File: src/rtl/acc_attitude_pre.sv
// Accelerometer pre-processing: per-axis offset/gain, squaring, and cross-axis radicands.
// One shared multiplier is time-multiplexed across six FSM states.
module acc_attitude_pre #(
    parameter int unsigned W    = 16,
    parameter int unsigned FRAC = 8
) (
    input  logic                  clk,
    input  logic                  rst_n,
    input  logic                  cfg_we,
    input  logic [2:0]            cfg_addr,
    input  logic [W-1:0]          cfg_data,
    input  logic                  in_valid,
    output logic                  in_ready,
    input  logic signed [W-1:0]   acc_x,
    input  logic signed [W-1:0]   acc_y,
    input  logic signed [W-1:0]   acc_z,
    output logic                  out_valid,
    input  logic                  out_ready,
    output logic signed [2*W-1:0] roll_sq,
    output logic signed [2*W-1:0] pitch_sq,
    output logic signed [2*W-1:0] yaw_sq,
    output logic [2*W-1:0]        norm_sq,
    output logic                  sat
);

    localparam logic [W-1:0] GainOne = {{(W-1){1'b0}}, 1'b1} << FRAC;

    typedef enum logic [3:0] {
        StIdle, StAdd, StScl0, StScl1, StScl2, StSq0, StSq1, StSq2, StDiff, StDone
    } state_e;

    state_e state_q;

    logic signed [W-1:0] cfg_off_q  [3];
    logic [W-1:0]        cfg_gain_q [3];

    logic signed [W-1:0] raw_q  [3];
    logic signed [W-1:0] off_q  [3];
    logic [W-1:0]        gain_q [3];
    logic signed [W:0]   t_q    [3];
    logic signed [W-1:0] c_q    [3];
    logic [2*W-1:0]      s_q    [3];
    logic                sat_acc_q;

    logic signed [W:0]     mul_a, mul_b;
    logic signed [2*W+1:0] mul_p;
    logic signed [2*W+1:0] scl_shift;
    logic                  scl_clip;
    logic signed [W-1:0]   scl_c;
    logic [2*W-1:0]        sq;

    // Config registers are independent of the FSM; samples see them only via the snapshot.
    always_ff @(posedge clk or negedge rst_n) begin
        if (!rst_n) begin
            for (int i = 0; i < 3; i++) begin
                cfg_off_q[i]  <= '0;
                cfg_gain_q[i] <= GainOne;
            end
        end else if (cfg_we) begin
            case (cfg_addr)
                3'd0: cfg_off_q[0]  <= cfg_data;
                3'd1: cfg_off_q[1]  <= cfg_data;
                3'd2: cfg_off_q[2]  <= cfg_data;
                3'd3: cfg_gain_q[0] <= cfg_data;
                3'd4: cfg_gain_q[1] <= cfg_data;
                3'd5: cfg_gain_q[2] <= cfg_data;
                default: ;
            endcase
        end
    end

    // Multiplier operand binding per scheduled state.
    always_comb begin
        mul_a = '0;
        mul_b = '0;
        unique case (state_q)
            StScl0: begin mul_a = t_q[0]; mul_b = {1'b0, gain_q[0]}; end
            StScl1: begin mul_a = t_q[1]; mul_b = {1'b0, gain_q[1]}; end
            StScl2: begin mul_a = t_q[2]; mul_b = {1'b0, gain_q[2]}; end
            StSq0:  begin mul_a = {c_q[0][W-1], c_q[0]}; mul_b = mul_a; end
            StSq1:  begin mul_a = {c_q[1][W-1], c_q[1]}; mul_b = mul_a; end
            StSq2:  begin mul_a = {c_q[2][W-1], c_q[2]}; mul_b = mul_a; end
            default: ;
        endcase
    end

    assign mul_p     = mul_a * mul_b;
    assign scl_shift = mul_p >>> FRAC;
    // In range iff every bit from the W-1 position upward matches the sign.
    assign scl_clip  = scl_shift[2*W+1:W-1] != {(W+3){scl_shift[2*W+1]}};
    assign scl_c     = scl_clip ? {scl_shift[2*W+1], {(W-1){~scl_shift[2*W+1]}}}
                                : scl_shift[W-1:0];
    assign sq        = mul_p[2*W-1:0];

    always_ff @(posedge clk or negedge rst_n) begin
        if (!rst_n) begin
            state_q   <= StIdle;
            in_ready  <= 1'b1;
            out_valid <= 1'b0;
            roll_sq   <= '0;
            pitch_sq  <= '0;
            yaw_sq    <= '0;
            norm_sq   <= '0;
            sat       <= 1'b0;
            sat_acc_q <= 1'b0;
            for (int i = 0; i < 3; i++) begin
                raw_q[i]  <= '0;
                off_q[i]  <= '0;
                gain_q[i] <= '0;
                t_q[i]    <= '0;
                c_q[i]    <= '0;
                s_q[i]    <= '0;
            end
        end else begin
            unique case (state_q)
                StIdle: begin
                    if (in_valid) begin
                        raw_q[0]  <= acc_x;
                        raw_q[1]  <= acc_y;
                        raw_q[2]  <= acc_z;
                        for (int i = 0; i < 3; i++) begin
                            off_q[i]  <= cfg_off_q[i];
                            gain_q[i] <= cfg_gain_q[i];
                        end
                        sat_acc_q <= 1'b0;
                        in_ready  <= 1'b0;
                        state_q   <= StAdd;
                    end
                end
                StAdd: begin
                    for (int i = 0; i < 3; i++) begin
                        t_q[i] <= {raw_q[i][W-1], raw_q[i]} + {off_q[i][W-1], off_q[i]};
                    end
                    state_q <= StScl0;
                end
                StScl0: begin
                    c_q[0]    <= scl_c;
                    sat_acc_q <= sat_acc_q | scl_clip;
                    state_q   <= StScl1;
                end
                StScl1: begin
                    c_q[1]    <= scl_c;
                    sat_acc_q <= sat_acc_q | scl_clip;
                    state_q   <= StScl2;
                end
                StScl2: begin
                    c_q[2]    <= scl_c;
                    sat_acc_q <= sat_acc_q | scl_clip;
                    state_q   <= StSq0;
                end
                StSq0: begin
                    s_q[0]  <= sq;
                    state_q <= StSq1;
                end
                StSq1: begin
                    s_q[1]  <= sq;
                    state_q <= StSq2;
                end
                StSq2: begin
                    s_q[2]  <= sq;
                    state_q <= StDiff;
                end
                StDiff: begin
                    // Squares are below 2^(2W-2), so neither differences nor the sum overflow.
                    roll_sq   <= s_q[2] - s_q[0];
                    pitch_sq  <= s_q[1] - s_q[2];
                    yaw_sq    <= s_q[0] - s_q[1];
                    norm_sq   <= s_q[0] + s_q[1] + s_q[2];
                    sat       <= sat_acc_q;
                    out_valid <= 1'b1;
                    state_q   <= StDone;
                end
                StDone: begin
                    if (out_ready) begin
                        out_valid <= 1'b0;
                        in_ready  <= 1'b1;
                        state_q   <= StIdle;
                    end
                end
                default: state_q <= StIdle;
            endcase
        end
    end

endmodule
File: config.mk
export PLATFORM = sky130hd
export DESIGN_NAME = acc_attitude_pre
export DESIGN_NICKNAME = d
export VERILOG_FILES = /design/src/rtl/acc_attitude_pre.sv
export SDC_FILE = /design/constraint.sdc
export NUM_CORES = 2
export LEC_CHECK = 0
export BUFFER_PORTS_ARGS = -buffer_cell sky130_fd_sc_hd__clkbuf_2
export CAP_MARGIN = 5
export CORE_ASPECT_RATIO = 1.4
export CORE_MARGIN = 10
export CORE_UTILIZATION = 57
export CTS_CLUSTER_SIZE = 24
export DETAILED_ROUTE_END_ITERATION = 10
export GPL_TIMING_DRIVEN = 0
export HOLD_SLACK_MARGIN = 0.08
export PLACE_DENSITY = 0.81
export SLEW_MARGIN = 20
export SYNTH_ARGS = -nofsm -noshare
export SYNTH_HDL_FRONTEND = slang
export SYNTH_SLANG_ARGS = --single-unit
File: constraint.sdc
create_clock -name clk -period 13.3 [get_ports clk]
set_input_delay 0 -clock clk [delete_from_list [all_inputs] [get_ports clk]]
set_output_delay 0 -clock clk [all_outputs]
set_load 0.01 [all_outputs]
# After elaboration in Yosys (flattened, before gate mapping)
# Index checks and enable logic that the tools add are counted.
# op_classes
addsub,8
mul,1
n_div,0
order_cmp,0
n_eq_ne,17
n_shift,0
muxes,12
bitwise_logic,2
reduce_logical,17
# op_table
cell,n
$pmux 17 s6,2
$sub 32x32->32,3
$add 32x32->32,2
$add 16x16->17,3
$pmux 4 s10,1
$mul 17x17->34,1
$reduce_and 2->1,10
$eq 4x3->1 const B,4
$mux 16,1
$ne 10x10->1,1
$eq 4x2->1 const B,2
$eq 4x4->1 const B,2
$mux 4,2
$eq 3x2->1 const B,2
$eq 3x3->1 const B,2
$pmux 1 s2,3
$reduce_bool 2->1,3
$eq 4x1->1 const B,1
$logic_not 4->1,1
$ne 2x2->1 const B,2
$eq 3x1->1 const B,1
$logic_not 3->1,1
$mux 1,3
$reduce_and 3->1,1
other kinds (3),3
# totals
regBits,571
latch_bits,0
ram_bits,0
romBits,0
inputBits,72
out_inout_bits,131
word_cells,90
n_memories,0

# Longest topological paths before layout
# logic_depth
word_depth,6
depth_mapped,35
ltp_nobuf,32

# Least setup slack after synthesis
# OpenSTA, ideal clock, no wires.
# synth_timing
path_kind,register to register
startpoint,register state_q[2]
endpoint,register c_q[17] (netlist name)
setup_ns,0.077
arrival_time_ns,8.834
required_time_ns,13.223
path_slack_ns,4.390
stages_incl_launch_ff,29
n_path_buf,4
synth_period_minus_slack_ns,8.910
path_cell_list,dfrtp_1 -> clkbuf_1 -> nand2b_1 -> nor3_1 -> clkbuf_1 -> clkbuf_1 -> nand2_1 -> nand4_1 -> nand2_1 -> fa_1 -> inv_1 -> fa_1 -> fa_1 -> fa_1 -> fa_1 -> fa_1 -> ha_1 -> a21o_1 -> a21o_1 -> and2_1 -> o41a_1 -> nor4_2 -> nor3_1 -> or4_1 -> or4_4 -> o41ai_4 -> buf_4 -> o21ai_2 -> o21ai_1
# synth_via
elab_chain_cells,5
elab_cells_between_ends,12
cone_classes,1 x mul; 7 x eq/ne; 3 x mux; 1 x bitwise
# synth_rtl
item,line,rtl
"start, declared",32,state_e state_q;
"start signal, assigned",97,state_q <= StIdle;
"start signal, assigned",127,state_q <= StAdd;
"start signal, assigned",134,state_q <= StScl0;
"$eq 4x3->1, or another cell as far along",76,unique case (state_q)
$pmux 17 s6,76,
$mul 17x17->34,87,assign mul_p = mul_a * mul_b;
$ne 10x10->1 / $not 1->1 (equally long branches),"90, 91",
$mux 16,91,"assign scl_c = scl_clip ? {scl_shift[2*W+1], {(W-1){~scl_shift[2*W+1]}}}"
"end, declared",41,logic signed [W-1:0] c_q [3];
# Parallel ways exist; a longest one is shown, timed or not.
# A chain may end at the register's enable or synchronous reset.

# Final worst setup path
# layout_timing
startpoint,register state_q[2]
endpoint,register c_q[46] (netlist name)
# The elaborated chain is that of the path after synthesis.

==> summary.txt <==
Yosys
  • EDFF count, synth: 0
  • Post-Synthesis Cell Area: 40970 um2
  • Asr flop ratio synth: 100.0%
  • Syn Nets: 5114
  • Dominant cell type by area after synthesis: dfrtp_1
  • Largest family of logic cells by synthesized area: adder cells
  • Simple-Gate Fraction of Synth Area: 15.99%
  • Synth unique cells: 74
  • Post-synthesis mux area share: 2.932%
  • Synth warnings: 0
  • Compound-Gate Fraction of Synth Area: 12.37%
  • Yosys reg bits: 571
  • Synth Instances: 4452
  • Average size of a mapped cell: 9.202 um2
  • Top cells by area, synth: dfrtp_1, fa_1, nand2_1, ha_1, inv_1
  • Synth Area in Adders: 24.14%
  • Post-synth top flop: dfrtp_1
  • Seq/Total Area, Yosys: 34.89%
  • Synth top area share: 34.63%
  • Xor/xnor cell area share of the yosys netlist: 3.741%

Flow run
  • Maxcap violations: 0

Worst setup path
  • Critical Path Most Common Cell: fa_1
  • WP data required: 13.82 ns
  • CP max stage delay: 0.88 ns
  • Data arrival, critical path: 11.91 ns
  • Critical register-to-register path startpoint: state_q[2]
  • Critical-path top delay cell: nor3_1
  • Critical path endpoint category: flop
  • CP max FO: 10
  • R2R Setup Slk: 1.90 ns
  • Register-to-Register Path Depth: 32
  • Crit path kind: reg2reg
  • R2R Path End: c_q[46]
  • Crit path launch type: flop

Placed design
  • IO Port Bufs: 200
  • Routability cong.: 1.028
  • Final HPWL from detailed placement: 96.02 mm

Detailed routing
  • Avg Vias per Cell: 5.814
  • Per-cell routed wire length: 21.23 um
  • Routed WL: 123.3 mm
  • DRT Pass-1 Iters: 10
  • Vias: 33780
  • Post-route DRC: 0
  • DRT iter0 DRCs: 2472
  • ANT nets after route: 0

STA
  • Period utilization: 85.69%
  • Max-slew violation count: 0
  • RSZ-0062 raised after global routing: false
  • Final setup viols: 0
  • Min cycle time layout: 11.40 ns
  • FMAX: 87.75 MHz
  • Clock Skew: 0.07129 ns
  • Final hold viol count: 0
  • Slew @ Worst Pin: 1.192 ns
  • Relative slew margins: 20.50%

Cells and area
  • Layout Nets: 5482
  • Area grow syn2layout: 13.46%
  • Final Util: 65.09%
  • Register area: 14290 um2
  • Filler cell count: 5597
  • Footprint of the multi-input gates: 24270 um2
  • Layout cell share with drive strength beyond 1: 9.556%
  • Antenna diodes: 0

Floorplan
  • Core area: 71410 um2
  • Initial Utilization: 57.37%
  • Die Y: 337.2 um
  • Boundary Pins: 203
  • Die width: 246.6 um
  • # rows: 116
  • Die area: 83150 um2

Global route
  • Gr ovfl total: 0
  • Met3 usage: 5.394%
  • Global routing's busiest layer: met2
  • Gr usage total: 30.04%
  • Largest net degree at the start of global routing: 92
  • Vias in the first global route: 35950
  • Antenna violations before repair: 1
  • M1 GR Usage: 31.30%
  • Global-route wire length before repair: 194.2 mm
  • Met2 GRT Util: 52.62%

Hold path
  • WHS Endpoint: raw_q[32]
  • Hold path start: acc_x[0]
  • WHS Path Cells: 4
  • Worst hold path type: in2reg

Clock network
  • Clock latency on the worst-skew pair: 0.67 ns
  • Clock-pin slew of the registers on the worst-case setup and hold paths: 0.06 ns
  • Cts bufs inserted: 55
  • CTS tree: built
  • Max Buffers Root-to-Sink: 3
  • H-tree Lvls: 2
  • Clock sink count: 571
  • Clock root buffer: clkbuf_16
  • Post-CTS setup buffers: 0

Outcome
  • Outcome: complete, no violations
-- worst max-delay path by stage --
stage | from | to | slack (ns) | cells past startpoint
floorplan | state_q[2] | c_q[17] | 4.39 | 28
global placement | rst_n | norm_sq[8] | -0.80 | 1
detailed placement | state_q[2] | c_q[46] | 2.02 | 32
CTS | state_q[2] | c_q[6] | 1.96 | 32
global route | state_q[2] | c_q[22] | 1.17 | 32
finish | state_q[2] | c_q[46] | 1.90 | 32
-- per-layer routing --
layer	wire [um]	share of wire (%)
met3	7783	6.3
met5	11	0.0089
met4	11380	9.2
met1	42690	35
met2	61490	50
-- metrics by stage --
step	instances	cell area [um2]	setup WS, ns	setup TNS [ns]	hold WS, ns
after floorplan	4452	40970	4.390	0	-0.2956
after global placement	5596	43150	-0.7983	-387.71	0.1936
after detailed placement	5605	43370	2.017	0	-0.04609
after CTS	5810	46460	1.958	0	0.08156
after global routing	5810	46480	1.171	0	0.1078
final	5810	46480	1.904	0	0.09269
-- state kept, by name, summed over array words and instances (netlist names), 32 cells and up --
signal      flops
cfg_off_q      48
s_q            96
pitch_sq       32
gain_q         48
off_q          48
cfg_gain_q     48
norm_sq        32
raw_q          48
t_q            51
c_q            48
roll_sq        32
yaw_sq         32
-- kinds of logic after synthesis --
group / count (synthesis)
buffers and inverters: 646
muxes: 107
adders and majority gates: 590
and+or+nand+nor: 1544
AOI/OAI and AO/OA: 818
xor gates and xnor gates: 175
DFF: 571
other: 1
-- Yosys cell counts, types with 31 or more instances --
master,number
inv_1,470
o21ai_0,331
ha_1,256
fa_1,334
o21ai_1,31
nor3_1,46
nor2_1,272
a21oi_1,142
a21o_1,73
clkbuf_1,166
xor2_1,80
nand3_1,36
mux2_2,104
dfrtp_1,567
nand2_1,972
nand2b_1,47
xnor2_1,95
-- layout make-up --
cell class	instances	share of cell area, %
Inverter	471	3.804
Clock inverter	32	1.096
Tap cell	944	2.541
Multi-Input combinational cell	3235	52.22
Buffer	175	1.427
Clock buffer	71	3.327
Timing Repair Buffer	311	4.832
Sequential cell	571	30.75
-- layout by cell type (no fill, tap or decap), types with 73 or more instances in the layout --
cell,netlist,layout
inv_1,470,470
ha_1,256,256
xnor2_1,95,94
dlygate4sd3_1,0,101
a21o_1,73,73
clkbuf_2,0,200
fa_1,334,334
nand2_1,972,972
a21oi_1,142,142
dfrtp_1,567,567
clkbuf_1,166,170
xor2_1,80,80
o21ai_0,331,331
mux2_2,104,104
nor2_1,272,272
-- critical path: cells and delay by family, from the launching register on --
family / cells / cell delay [ns]
buffers and inverters: 10 / 2.40
adders and majority gates: 7 / 3.31
and+or+nand+nor: 5 / 1.80
DFF: 1 / 0.33
xor gates and xnor gates: 1 / 0.51
AOI/OAI and AO/OA: 9 / 2.87
-- what timing repair did --
action	4_1_cts	5_1_grt
endpoints found under the hold margin	459	0
gates resized for setup	0	0
setup endpoints to repair	0	0
hold buffers	102	0
Power is left out: the tool's default activity adds up to more than one toggle a clock period on the data nets, which glitch-free logic cannot reach.
